--- config.mk ---
export PLATFORM = sky130hd
export DESIGN_NAME = mux_rr_arb_flat
export DESIGN_NICKNAME = d
export VERILOG_FILES = /design/src/rtl/mux_rr_arb_pkg.sv /design/src/rtl/mux_rr_arb_if.sv /design/src/rtl/mux_rr_arb_rr_arbiter.sv /design/src/rtl/mux_rr_arb.sv /design/src/flat_wrapper.sv
export SDC_FILE = /design/constraint.sdc
export NUM_CORES = 1
export LEC_CHECK = 0
export CORE_AREA = 2 2 87 89
export CTS_CLUSTER_SIZE = 24
export DETAILED_ROUTE_END_ITERATION = 8
export DIE_AREA = 0 0 89 91
export PLACE_DENSITY = 0.89
export SYNTH_ARGS = -nofsm -noshare
export SYNTH_HDL_FRONTEND = slang
export SYNTH_HIERARCHICAL = 1
export SYNTH_SLANG_ARGS = --single-unit
--- constraint.sdc ---
create_clock -name clk -period 3.4 [get_ports clk]
set_input_delay 0.68 -clock clk [delete_from_list [all_inputs] [get_ports clk]]
set_output_delay 0.68 -clock clk [all_outputs]
set_load 0.02 [all_outputs]
--- src/rtl/mux_rr_arb_pkg.sv ---
// mux_pkg: shared channel-index width helper, wrap helper and index typedef for mux_rr_arb
package mux_pkg;
  localparam int N_INPUTS_DEF = 4;
  function automatic int sel_width(input int n);
    return (n < 2) ? 1 : $clog2(n);
  endfunction
  function automatic int wrap_idx(input int base, input int off, input int n);
    return (base + off) % n;
  endfunction
  typedef logic [sel_width(N_INPUTS_DEF)-1:0] ch_idx_t;
endpackage

--- src/rtl/mux_rr_arb_if.sv ---
// mux_rr_arb_if: N-channel valid/ready input bus plus registered output stream (master=source/sink side, slave=mux side)
interface mux_rr_arb_if
  import mux_pkg::*;
#(
  parameter int DATA_WIDTH = 32,
  parameter int N_INPUTS   = 4
);
  localparam int SEL_W = sel_width(N_INPUTS);
  logic [N_INPUTS*DATA_WIDTH-1:0] in_data;
  logic [N_INPUTS-1:0]            in_valid;
  logic [N_INPUTS-1:0]            in_ready;
  logic [DATA_WIDTH-1:0]          out_data;
  logic [SEL_W-1:0]               out_sel;
  logic                           out_valid;
  logic                           out_ready;
  modport master (output in_data, in_valid, out_ready, input in_ready, out_data, out_sel, out_valid);
  modport slave  (input in_data, in_valid, out_ready, output in_ready, out_data, out_sel, out_valid);
endinterface

--- src/rtl/mux_rr_arb_rr_arbiter.sv ---
// rr_arbiter: combinational rotating-priority arbiter; ports i_req, i_ptr in -> o_grant (one-hot), o_grant_idx, o_any_grant out
module rr_arbiter
  import mux_pkg::*;
#(
  parameter int N_INPUTS = 4,
  localparam int SEL_W   = sel_width(N_INPUTS)
) (
  input  logic [N_INPUTS-1:0] i_req,
  input  logic [SEL_W-1:0]    i_ptr,
  output logic [N_INPUTS-1:0] o_grant,
  output logic [SEL_W-1:0]    o_grant_idx,
  output logic                o_any_grant
);
  // Scan from farthest to nearest so the requester closest to i_ptr is written last and wins.
  always_comb begin
    o_grant     = '0;
    o_grant_idx = '0;
    o_any_grant = 1'b0;
    for (int k = N_INPUTS - 1; k >= 0; k--) begin
      if (i_req[wrap_idx(int'(i_ptr), k, N_INPUTS)]) begin
        o_grant = '0;
        o_grant[wrap_idx(int'(i_ptr), k, N_INPUTS)] = 1'b1;
        o_grant_idx = SEL_W'(wrap_idx(int'(i_ptr), k, N_INPUTS));
        o_any_grant = 1'b1;
      end
    end
  end
endmodule

--- src/rtl/mux_rr_arb.sv ---
// mux_rr_arb: N-input registered valid/ready mux with round-robin arbitration (MUX_RR_ARB_FIXED_PRIO_EN selects fixed lowest-index priority); ports clk, rst, bus (mux_rr_arb_if.slave)
module mux_rr_arb
  import mux_pkg::*;
#(
  parameter int DATA_WIDTH = 32,
  parameter int N_INPUTS   = 4,
  localparam int SEL_W     = sel_width(N_INPUTS)
) (
  input logic         clk,
  input logic         rst,
  mux_rr_arb_if.slave bus
);
  logic [SEL_W-1:0]      w_ptr;
  logic [N_INPUTS-1:0]   w_grant;
  logic [SEL_W-1:0]      w_idx;
  logic                  w_any;
  logic                  w_load;
  logic [DATA_WIDTH-1:0] r_data;
  logic [SEL_W-1:0]      r_sel;
  logic                  r_valid;
`ifdef MUX_RR_ARB_FIXED_PRIO_EN
  assign w_ptr = '0;
`else
  logic [SEL_W-1:0] r_ptr;
  assign w_ptr = r_ptr;
  always_ff @(posedge clk)
    if (rst) r_ptr <= '0;
    else if (w_load && w_any) r_ptr <= (int'(w_idx) == N_INPUTS - 1) ? '0 : w_idx + 1'b1;
`endif
  rr_arbiter #(.N_INPUTS(N_INPUTS)) u_arb (
    .i_req      (bus.in_valid),
    .i_ptr      (w_ptr),
    .o_grant    (w_grant),
    .o_grant_idx(w_idx),
    .o_any_grant(w_any)
  );
  // The output register can take a word when empty or being drained this cycle.
  assign w_load       = !r_valid || bus.out_ready;
  assign bus.in_ready = (rst || !w_load) ? '0 : w_grant;
  assign bus.out_data  = r_data;
  assign bus.out_sel   = r_sel;
  assign bus.out_valid = r_valid;
  always_ff @(posedge clk) begin
    if (rst) begin
      r_data  <= '0;
      r_sel   <= '0;
      r_valid <= 1'b0;
    end else if (w_load) begin
      r_valid <= w_any;
      if (w_any) begin
        r_data <= bus.in_data[w_idx*DATA_WIDTH +: DATA_WIDTH];
        r_sel  <= w_idx;
      end
    end
  end
endmodule

--- src/flat_wrapper.sv ---
// flat-port wrapper written by rule: the top's interface ports become plain ports
module mux_rr_arb_flat import mux_pkg::*;
#(
  parameter int DATA_WIDTH = 32,
  parameter int N_INPUTS   = 4,
  localparam int SEL_W     = sel_width(N_INPUTS)
)
  (clk, rst, bus_in_data, bus_in_valid, bus_out_ready, bus_in_ready, bus_out_data, bus_out_sel, bus_out_valid);
  mux_rr_arb_if #(.DATA_WIDTH(DATA_WIDTH), .N_INPUTS(N_INPUTS)) bus_i ();
  input logic clk;
  input logic rst;
  input wire logic [$bits(bus_i.in_data)-1:0] bus_in_data;
  input wire logic [$bits(bus_i.in_valid)-1:0] bus_in_valid;
  input wire logic [$bits(bus_i.out_ready)-1:0] bus_out_ready;
  output wire logic [$bits(bus_i.in_ready)-1:0] bus_in_ready;
  output wire logic [$bits(bus_i.out_data)-1:0] bus_out_data;
  output wire logic [$bits(bus_i.out_sel)-1:0] bus_out_sel;
  output wire logic [$bits(bus_i.out_valid)-1:0] bus_out_valid;
  assign bus_i.in_data = bus_in_data;
  assign bus_i.in_valid = bus_in_valid;
  assign bus_i.out_ready = bus_out_ready;
  assign bus_in_ready = bus_i.in_ready;
  assign bus_out_data = bus_i.out_data;
  assign bus_out_sel = bus_i.out_sel;
  assign bus_out_valid = bus_i.out_valid;
  mux_rr_arb #(.DATA_WIDTH(DATA_WIDTH), .N_INPUTS(N_INPUTS)) u_core (.clk(clk), .rst(rst), .bus(bus_i));
endmodule
### Word level (Yosys, flattened, before mapping)

Index checks and enable logic that the tools add are counted.

| word-level totals | value |
|---|---|
| word-level logic and storage cells | 67 |
| register bits | 37 |
| bits of input ports | 135 |
| output and inout port bits | 39 |

| cells by class | value |
|---|---|
| equal/unequal tests | 1 |
| add/sub/neg operators | 4 |
| multiplexer cells | 33 |
| order comparisons | 8 |
| bitwise operators | 3 |
| shift operators | 1 |
| reductions and logical operators | 13 |

Operator list:

| kind | count |
|---|---|
| $shiftx 128x8->32 | 1 |
| $mux 4 | 5 |
| $mux 1 | 15 |
| $lt 3x4->1 const B | 3 |
| $mux 2 | 5 |
| $ge 3x1->1 const B | 3 |
| $bmux 1 s2 | 4 |
| $demux 1 s2 | 4 |
| $reduce_or 2->1 | 3 |
| $logic_and 1x1->1 | 5 |
| $add 2x1->2 const B | 2 |
| $add 2x2->2 const B | 2 |
| $and 1x1->1 const A | 3 |
| $lt 2x3->1 const B | 1 |
| $eq 2x1->1 const B | 1 |
| $ge 2x1->1 const B | 1 |
| $logic_not 1->1 | 2 |
| $logic_or 1x1->1 | 2 |
| $reduce_and 2->1 | 1 |

### Logic depth before layout (Yosys ltp)

Gate-level depths: netlist of the first run.

| depth | value |
|---|---|
| depth after elaboration | 12 |
| gate-level depth with buffers | 12 |
| gate-level depth less buffers | 9 |

### By module

The synthesis of the first run kept the hierarchy.

By module, submodules not included:

| module | instances | cells an instance | sequential area each (um^2) | area an instance (um^2) |
|---|---|---|---|---|
| mux_rr_arb | 1 | 140 | 740.7 | 1979.4 |
| rr_arbiter | 1 | 61 | 0.0 | 509.2 |

### Least setup slack after synthesis of the first run

OpenSTA, ideal clock, no wires.

| timing | value |
|---|---|
| kind | register to register |
| start point | register u_core.r_ptr[0] |
| end point | register u_core.r_data[0] (netlist: u_core/bus.out_data[0]) |
| required time | 3.283 ns |
| cell stages (with the launch flop) | 12 |
| path slack | 0.440 ns |
| period minus slack after synthesis | 2.960 ns |
| arrival time | 2.843 ns |
| cell sequence | dfxtp_1 buf_6 inv_1 ha_1 buf_2 nor2b_1 o211a_1 nor3_1 buf_6 buf_6 mux4_2 a22o_1 |

| on the way | value |
|---|---|
| cells in the longest elaborated chain, start to end | 9 |

RTL lines:

| element | RTL line | RTL |
|---|---|---|
| start, declared | mux_rr_arb.sv:24 | `logic [SEL_W-1:0] r_ptr;` |
| start signal, assigned | mux_rr_arb.sv:28 | `else if (w_load && w_any) r_ptr <= (int'(w_idx) == N_INPUTS - 1) ? '0 : w_idx + 1'b1;` |
| $add 2x2->2 | mux_rr_arb_pkg.sv:8 | `return (base + off) % n;` |
| $bmux 1 s2 | mux_rr_arb_rr_arbiter.sv:20 | `if (i_req[wrap_idx(int'(i_ptr), k, N_INPUTS)]) begin` |
| $mux 1 (implied by the code) (2 in series) | mux_rr_arb_rr_arbiter.sv:20 |  |
| $mux 2 (3 in series) | mux_rr_arb_rr_arbiter.sv:20 |  |
| $mux 2 (*) | mux_rr_arb_rr_arbiter.sv:20 |  |
| via u_core.w_idx[0] | mux_rr_arb.sv:15 | `logic [SEL_W-1:0] w_idx;` |
| $shiftx 128x8->32 (*) | mux_rr_arb.sv:51 | `r_data <= bus.in_data[w_idx*DATA_WIDTH +: DATA_WIDTH];` |
| end signal, assigned | mux_rr_arb.sv:51 |  |
| end, declared | mux_rr_arb.sv:18 | `logic [DATA_WIDTH-1:0] r_data;` |

Mark *: on every way through the listed nets, which the timed path passes. The rest lies on a longest branch. The select of a mux whose other input is x is not followed.
A chain may end at the register's enable or synchronous reset.

### Final worst setup path of the first run

| timing | value |
|---|---|
| start point | input port bus_in_valid[2] |
| end point | output port bus_in_ready[3] |

| on the way | value |
|---|---|
| cells in the longest elaborated chain, start to end | 8 |

RTL lines:

| element | RTL line | RTL |
|---|---|---|
| start, declared | flat_wrapper.sv:13 | `input wire logic [$bits(bus_i.in_valid)-1:0] bus_in_valid;` |
| $bmux 1 s2 | mux_rr_arb_rr_arbiter.sv:20 |  |
| $mux 1 (implied by the code) (2 in series) | mux_rr_arb_rr_arbiter.sv:20 |  |
| $mux 4 (3 in series) | mux_rr_arb_rr_arbiter.sv:20 |  |
| $mux 4 (*) | mux_rr_arb_rr_arbiter.sv:20 |  |
| via u_core.w_grant[3] | mux_rr_arb.sv:14 | `logic [N_INPUTS-1:0] w_grant;` |
| $mux 4 (*) | mux_rr_arb.sv:39 | `assign bus.in_ready = (rst \|\| !w_load) ? '0 : w_grant;` |
| end, declared | flat_wrapper.sv:15 | `output wire logic [$bits(bus_i.in_ready)-1:0] bus_in_ready;` |

Marked as above.

==> results.py, run 1 <==
metrics = {
    "final_layout": {
        "drive_gt1_share_pct": 18.2,
        "nNetsFinal": 523,
        "area_growth_pct": 81.7,
        "fillerInstances": 584,
        "n_antenna_cell": 0,
    },
    "timing": {
        "setup_viol": 0,
        "drv_slew": 0,
        "max_slew_margin_pct": 70.8,
        "fmax_mhz": 300,
        "finalWorstPathRequiredPeriod_ps": 3340,
        "finClkSkew_ps": 8.04,
        "hold_viol": 0,
        "rsz0062_at_grt": "no",
        "fin_crit_sh_pct": 98.1,
        "worst_slew_pin_slew_ps": 439,
        "setup_slack_ps": 62.9,
    },
    "cts": {
        "cts_resized": 4,
        "htreeDepth": 2,
        "cts.reportedPaths.clkPinSlew_ps": 70,
        "clockBufferDepth": 2,
        "cts_root_buffer": "clkbuf_8",
        "clock-sinks": 37,
        "clkLatencyLatePin_ps": 280,
        "cts_buffers": 5,
        "cts-hold-fix-buffers": 0,
        "postCtsSetupRepairBufs": 0,
        "cts_tree": "done",
    },
    "global_routing": {
        "grt_pass1_vias": 2574,
        "grt_max_degree": 27,
        "grt_use_total_pct": 20.7,
        "grt_pass1_wl_mm": 12.9,
        "grt_overflow_total": 0,
        "antenna_found_initial": 0,
    },
    "synth": {
        "yosysWarnings": 6,
        "synth_edf_count": 0,
        "synth-async-reset-ratio_pct": 0,
        "ys_seq_area_share_pct": 29.8,
        "synthMostInstantiatedCell": "dfxtp_1",
        "syn_inst": 201,
        "yosys.area.top_type": "mux4_2",
        "synth_common_cells": "37 x dfxtp_1, 34 x mux4_2, 32 x a22o_1",
        "ys.flop_type": "dfxtp_1",
        "ys_types": 37,
        "syn_avg_cell_area_sq_um": 12.4,
        "syn-cell-area_sq_um": 2490,
        "synth.top_cell.area_share_pct": 30.8,
        "syn-num-nets": 345,
        "synthTopCellsByArea": "mux4_2 31%, dfxtp_1 30%, a22o_1 11%, ha_1 4.5%, buf_6 3.2%",
        "ys_ff_latch": 37,
    },
    "setup_path": {
        "crit_required_ps": 2720,
        "crit_arrival_ps": 2660,
        "crit_fanout": 6,
        "r2r_setup_slack_ps": 530,
        "r2r_end": "u_core/bus.out_data[14]",
        "cp-start-kind": "input port",
        "end_kind": "primary output",
        "r2r_cells": 9,
        "critPathKind": "input port to primary output",
        "r2r_start": "u_core/r_ptr[0]",
    },
    "worst_hold_path": {
        "min_path_type": "register to register",
        "worstHoldStart": "u_core/bus.out_data[17]",
        "hold_depth": 1,
        "min_to": "u_core/bus.out_data[17]",
    },
    "detailed_routing": {
        "num_vias": 2504,
        "drtPass1Iterations": 4,
        "wl_per_cell_microns": 18.3,
        "drtIter0Drc": 52,
        "final_antenna_net_count": 0,
        "route.detailed.drc": 0,
        "via_per_inst": 5.23,
        "routed_wl_mm": 8.75,
    },
    "floorplan": {
        "die_h_microns": 91,
        "num_rows": 31,
        "initial_core_util_pct": 34.9,
        "die_area_sq_um": 8100,
        "core_sq_um": 7140,
        "die_x_microns": 89,
        "io_pins": 174,
    },
    "power_and_ir_drop": {
        "power_mw": 2.52,
        "p_leak_nw": 1.72,
        "p_per_area_nw_per_um2": 557,
        "ir_worst_vdd_uv": 242,
    },
    "job": {
        "drv_cap": 0,
    },
    "place": {
        "gp_congestion": 0.892,
        "dp_slack_ps": -173,
        "port_buffers": 173,
        "dp_hpwl_mm": 7.12,
    },
    "run_status": {
        "status": "finished clean",
    },
}
per-layer routing:
metal | wire length [microns] | global-route usage [%] | part of all wire, %
met5 | 0 | 0 | 0
met4 | 187 | 6.22 | 2.1
met3 | 757 | 5.18 | 8.7
met2 | 4720 | 39.2 | 54
met1 | 3090 | 21.8 | 35
placed cells by master, fill, tap and decap left out, types with 2 or more instances in the layout:
master	synthesis	final
nor2_1	9	9
buf_4	0	14
clkdlybuf4s50_1	0	168
inv_1	2	2
nand4_1	4	4
dfxtp_1	37	37
a31oi_1	4	4
o21ai_0	7	7
a22o_1	32	32
and2_1	4	4
nand2_1	2	2
ha_1	9	9
a21oi_1	9	7
dlygate4sd2_1	0	4
clkbuf_8	0	6
nand3_1	4	4
buf_12	0	3
mux4_2	34	34
nor2b_1	2	2
a22oi_1	4	4
mux2i_4	1	2
registers in the layout, indices dropped and copies added (netlist names):
name                  flops
u_core/r_ptr              2
u_core/bus.out_sel        2
u_core/bus.out_data      32
u_core/bus.out_valid      1
stage by stage:
step / std cells / area, sq um / utilization [%] / hold slack (ps) / TNS (ps)
after floorplan: 201 / 2490 / - / 554 / 0
after CTS: 479 / 4510 / 63.2 / 485 / 0
final: 479 / 4520 / 63.4 / 480 / 0
after global routing: 479 / 4520 / 63.4 / 500 / 0
after detailed placement: 471 / 4400 / 61.6 / 463 / -618
after global placement: 471 / 4400 / 61.6 / 459 / -405
cell families after synthesis:
logic type | count (synthesis) | share of synthesized area [%]
AO/OA/AOI/OAI | 59 | 17.8
multiplexers | 38 | 33.3
flip-flops | 37 | 29.8
AND/OR/NAND/NOR | 36 | 8.70
buffers and inverters | 22 | 5.93
adder cells (fa/ha/maj) | 9 | 4.52
worst max-delay path by stage:
stage | startpoint | endpoint | cells after the start
after floorplan | u_core/r_ptr[0] | u_core/bus.out_data[0] | 11
after global placement | bus_in_valid[2] | bus_in_ready[1] | 8
after detailed placement | bus_in_valid[2] | bus_in_ready[1] | 8
after CTS | bus_in_valid[2] | bus_in_ready[3] | 8
after global routing | bus_in_valid[0] | bus_in_ready[0] | 7
final | bus_in_valid[2] | bus_in_ready[3] | 8
layout make-up:
type	instances	area (sq um)	area share [%]
Clock buffer	7	86.3	1.91
Sequential cell	37	741	16.4
Inverter	3	11.3	0.249
Multi-Input combinational cell	142	1640	36.2
Timing Repair Buffer	190	1890	41.9
Clock inverter	1	30.0	0.664
Tap cell	99	124	2.74
critical path, cell delays in order:
cell	delay, ps
clkdlybuf4s50_1	430
buf_4	170
mux4_2	480
nor2b_4	160
a22oi_1	160
a31oi_1	110
and2_1	150
dlygate4sd2_1	310
report_power, final:
| group | switching, mW | internal [mW] | leakage, nW |
|---|---|---|---|
| sequential | 0.0545 | 0.537 | 0.307 |
| combinational | 0.672 | 0.867 | 1.35 |
| clock | 0.150 | 0.239 | 0.0585 |
Power figures use the tool's default switching activity.
==> run 2, diff against run 1 <==
REMOVE_ABC_BUFFERS = 1   (was unset)
==> results.py, run 2 (synthesized netlist as in run 1, its figures left out) <==
metrics = {
    "power_and_ir_drop": {
        "ir_worst_vdd_uv": 255,
        "p_leak_nw": 1.73,
        "p_per_area_nw_per_um2": 545,
        "power_mw": 2.45,
    },
    "floorplan": {
        "io_pins": 174,
        "die_area_sq_um": 8100,
        "die_x_microns": 89,
        "core_sq_um": 7140,
        "num_rows": 31,
        "die_h_microns": 91,
        "initial_core_util_pct": 34.9,
    },
    "cts": {
        "cts_tree": "done",
        "postCtsSetupRepairBufs": 0,
        "cts.reportedPaths.clkPinSlew_ps": 80,
        "cts_root_buffer": "clkbuf_8",
        "cts_buffers": 5,
        "htreeDepth": 2,
        "clkLatencyLatePin_ps": 290,
        "clockBufferDepth": 2,
        "clock-sinks": 37,
    },
    "setup_path": {
        "crit_fanout": 5,
        "path_buf_inv": 3,
        "cp_cell_sequence": "clkdlybuf4s50_1 -> mux4_2 -> buf_4 -> a22oi_1 -> a31oi_1 -> and2_1 -> dlygate4sd2_1",
        "crit_required_ps": 2720,
        "crit_arrival_ps": 2630,
        "critPathKind": "input port to primary output",
        "slowest_delay_ps": 540,
        "cp-start-kind": "input port",
        "end_kind": "primary output",
        "critPathSlowestCell": "mux4_2",
        "crit_family": "buffers and inverters",
    },
    "place": {
        "dp_cells": 472,
        "port_buffers": 173,
        "dp_hpwl_mm": 7.20,
        "gp_congestion": 0.899,
    },
    "final_layout": {
        "fillerInstances": 591,
        "n_antenna_cell": 0,
        "mostFrequentLayoutCell": "clkdlybuf4s50_1",
        "drive_gt1_share_pct": 18.4,
        "largest_reg_flops": 32,
        "final_cell_mix": "166 x clkdlybuf4s50_1, 37 x dfxtp_1, 34 x mux4_2",
        "nNetsFinal": 524,
        "area_growth_pct": 80.8,
        "layout.cells.non_filler": 479,
    },
    "worst_hold_path": {
        "min_path_type": "register to register",
    },
    "timing": {
        "drv_slew": 0,
        "finalWorstPathRequiredPeriod_ps": 3310,
        "finClkSkew_ps": 8.23,
        "max_slew_margin_pct": 71.2,
        "hold_viol": 0,
        "fin_crit_sh_pct": 97.3,
        "fmax_mhz": 302,
        "setup_viol": 0,
        "setup_tns_ps": 0,
        "rsz0062_at_grt": "no",
        "worst_slew_pin_slew_ps": 428,
    },
    "detailed_routing": {
        "via_per_inst": 5.29,
        "drtPass1Iterations": 4,
        "num_vias": 2533,
        "route.detailed.drc": 0,
        "routed_wl_mm": 8.95,
        "final_antenna_net_count": 0,
        "wl_per_cell_microns": 18.7,
        "drtIter0Drc": 76,
    },
    "global_routing": {
        "grt_overflow_total": 0,
        "grt_max_degree": 33,
        "antenna_found_initial": 0,
        "grt_pass1_wl_mm": 13.3,
        "grt_use_total_pct": 21.3,
        "grt_pass1_vias": 2691,
    },
    "run_status": {
        "status": "finished clean",
    },
    "job": {
        "drv_cap": 0,
    },
}
==> run 2: worst paths after layout <==
| kind | from | to | slack, ps | cells after the start |
|---|---|---|---|---|
| setup / recovery | bus_in_valid[1] | bus_in_ready[3] | 90 | 7 |
| hold / removal | u_core/bus.out_data[14] | u_core/bus.out_data[14] | 480 | 1 |
| setup reg to reg | u_core/r_ptr[0] | u_core/bus.out_data[14] | 550 | 9 |
| hold reg to reg | u_core/bus.out_data[14] | u_core/bus.out_data[14] | 480 | 1 |
==> run 2: per-stage QoR <==
stage               instance area, sq um  hold WS (ps)  util [%]  worst slack, ps
floorplan                           2350           547         -            -3240
CTS                                 4490           482      62.9             55.4
global route                        4500           494      63.0             11.1
detailed placement                  4410           462      61.7             -186
global placement                    4410           457      61.7             -144
finish                              4500           482      63.0             91.1
==> run 2: final cells by class <==
cell class	count	area [sq um]	area share, %
Clock buffer	6	82.6	1.84
Clock inverter	1	7.51	0.167
Inverter	3	11.3	0.250
Multi-Input combinational cell	142	1630	36.2
Sequential cell	37	741	16.5
Tap cell	99	124	2.75
Timing Repair Buffer	191	1910	42.4
==> run 2: report_power, final <==
part           switching [mW]  internal [mW]
Combinational           0.679          0.872
Clock                   0.152          0.160
Sequential             0.0522          0.537
Total                   0.883           1.57
==> run 2: per-layer routing <==
| layer | share of wire, % | track usage (%) |
|---|---|---|
| met1 | 37 | 24.2 |
| met2 | 52 | 38.9 |
| met3 | 9.2 | 5.09 |
| met4 | 1.4 | 5.85 |
| met5 | 0 | 0 |
==> run 2: worst register-to-register path, delay by kind of cell, from the launching register on <==
| kind | cells | cell delay [ps] |
|---|---|---|
| AOI/OAI and AO/OA | 2 | 470 |
| adders and majority gates | 1 | 340 |
| buffers and inverters | 3 | 530 |
| DFF | 1 | 330 |
| muxes | 1 | 530 |
| and+or+nand+nor | 2 | 540 |
==> run 2: repair_timing <==
action / CTS / global route
hold buffers: 0 / 0
gates resized for setup: 4 / 3
endpoints found under the setup margin: 4 / 3
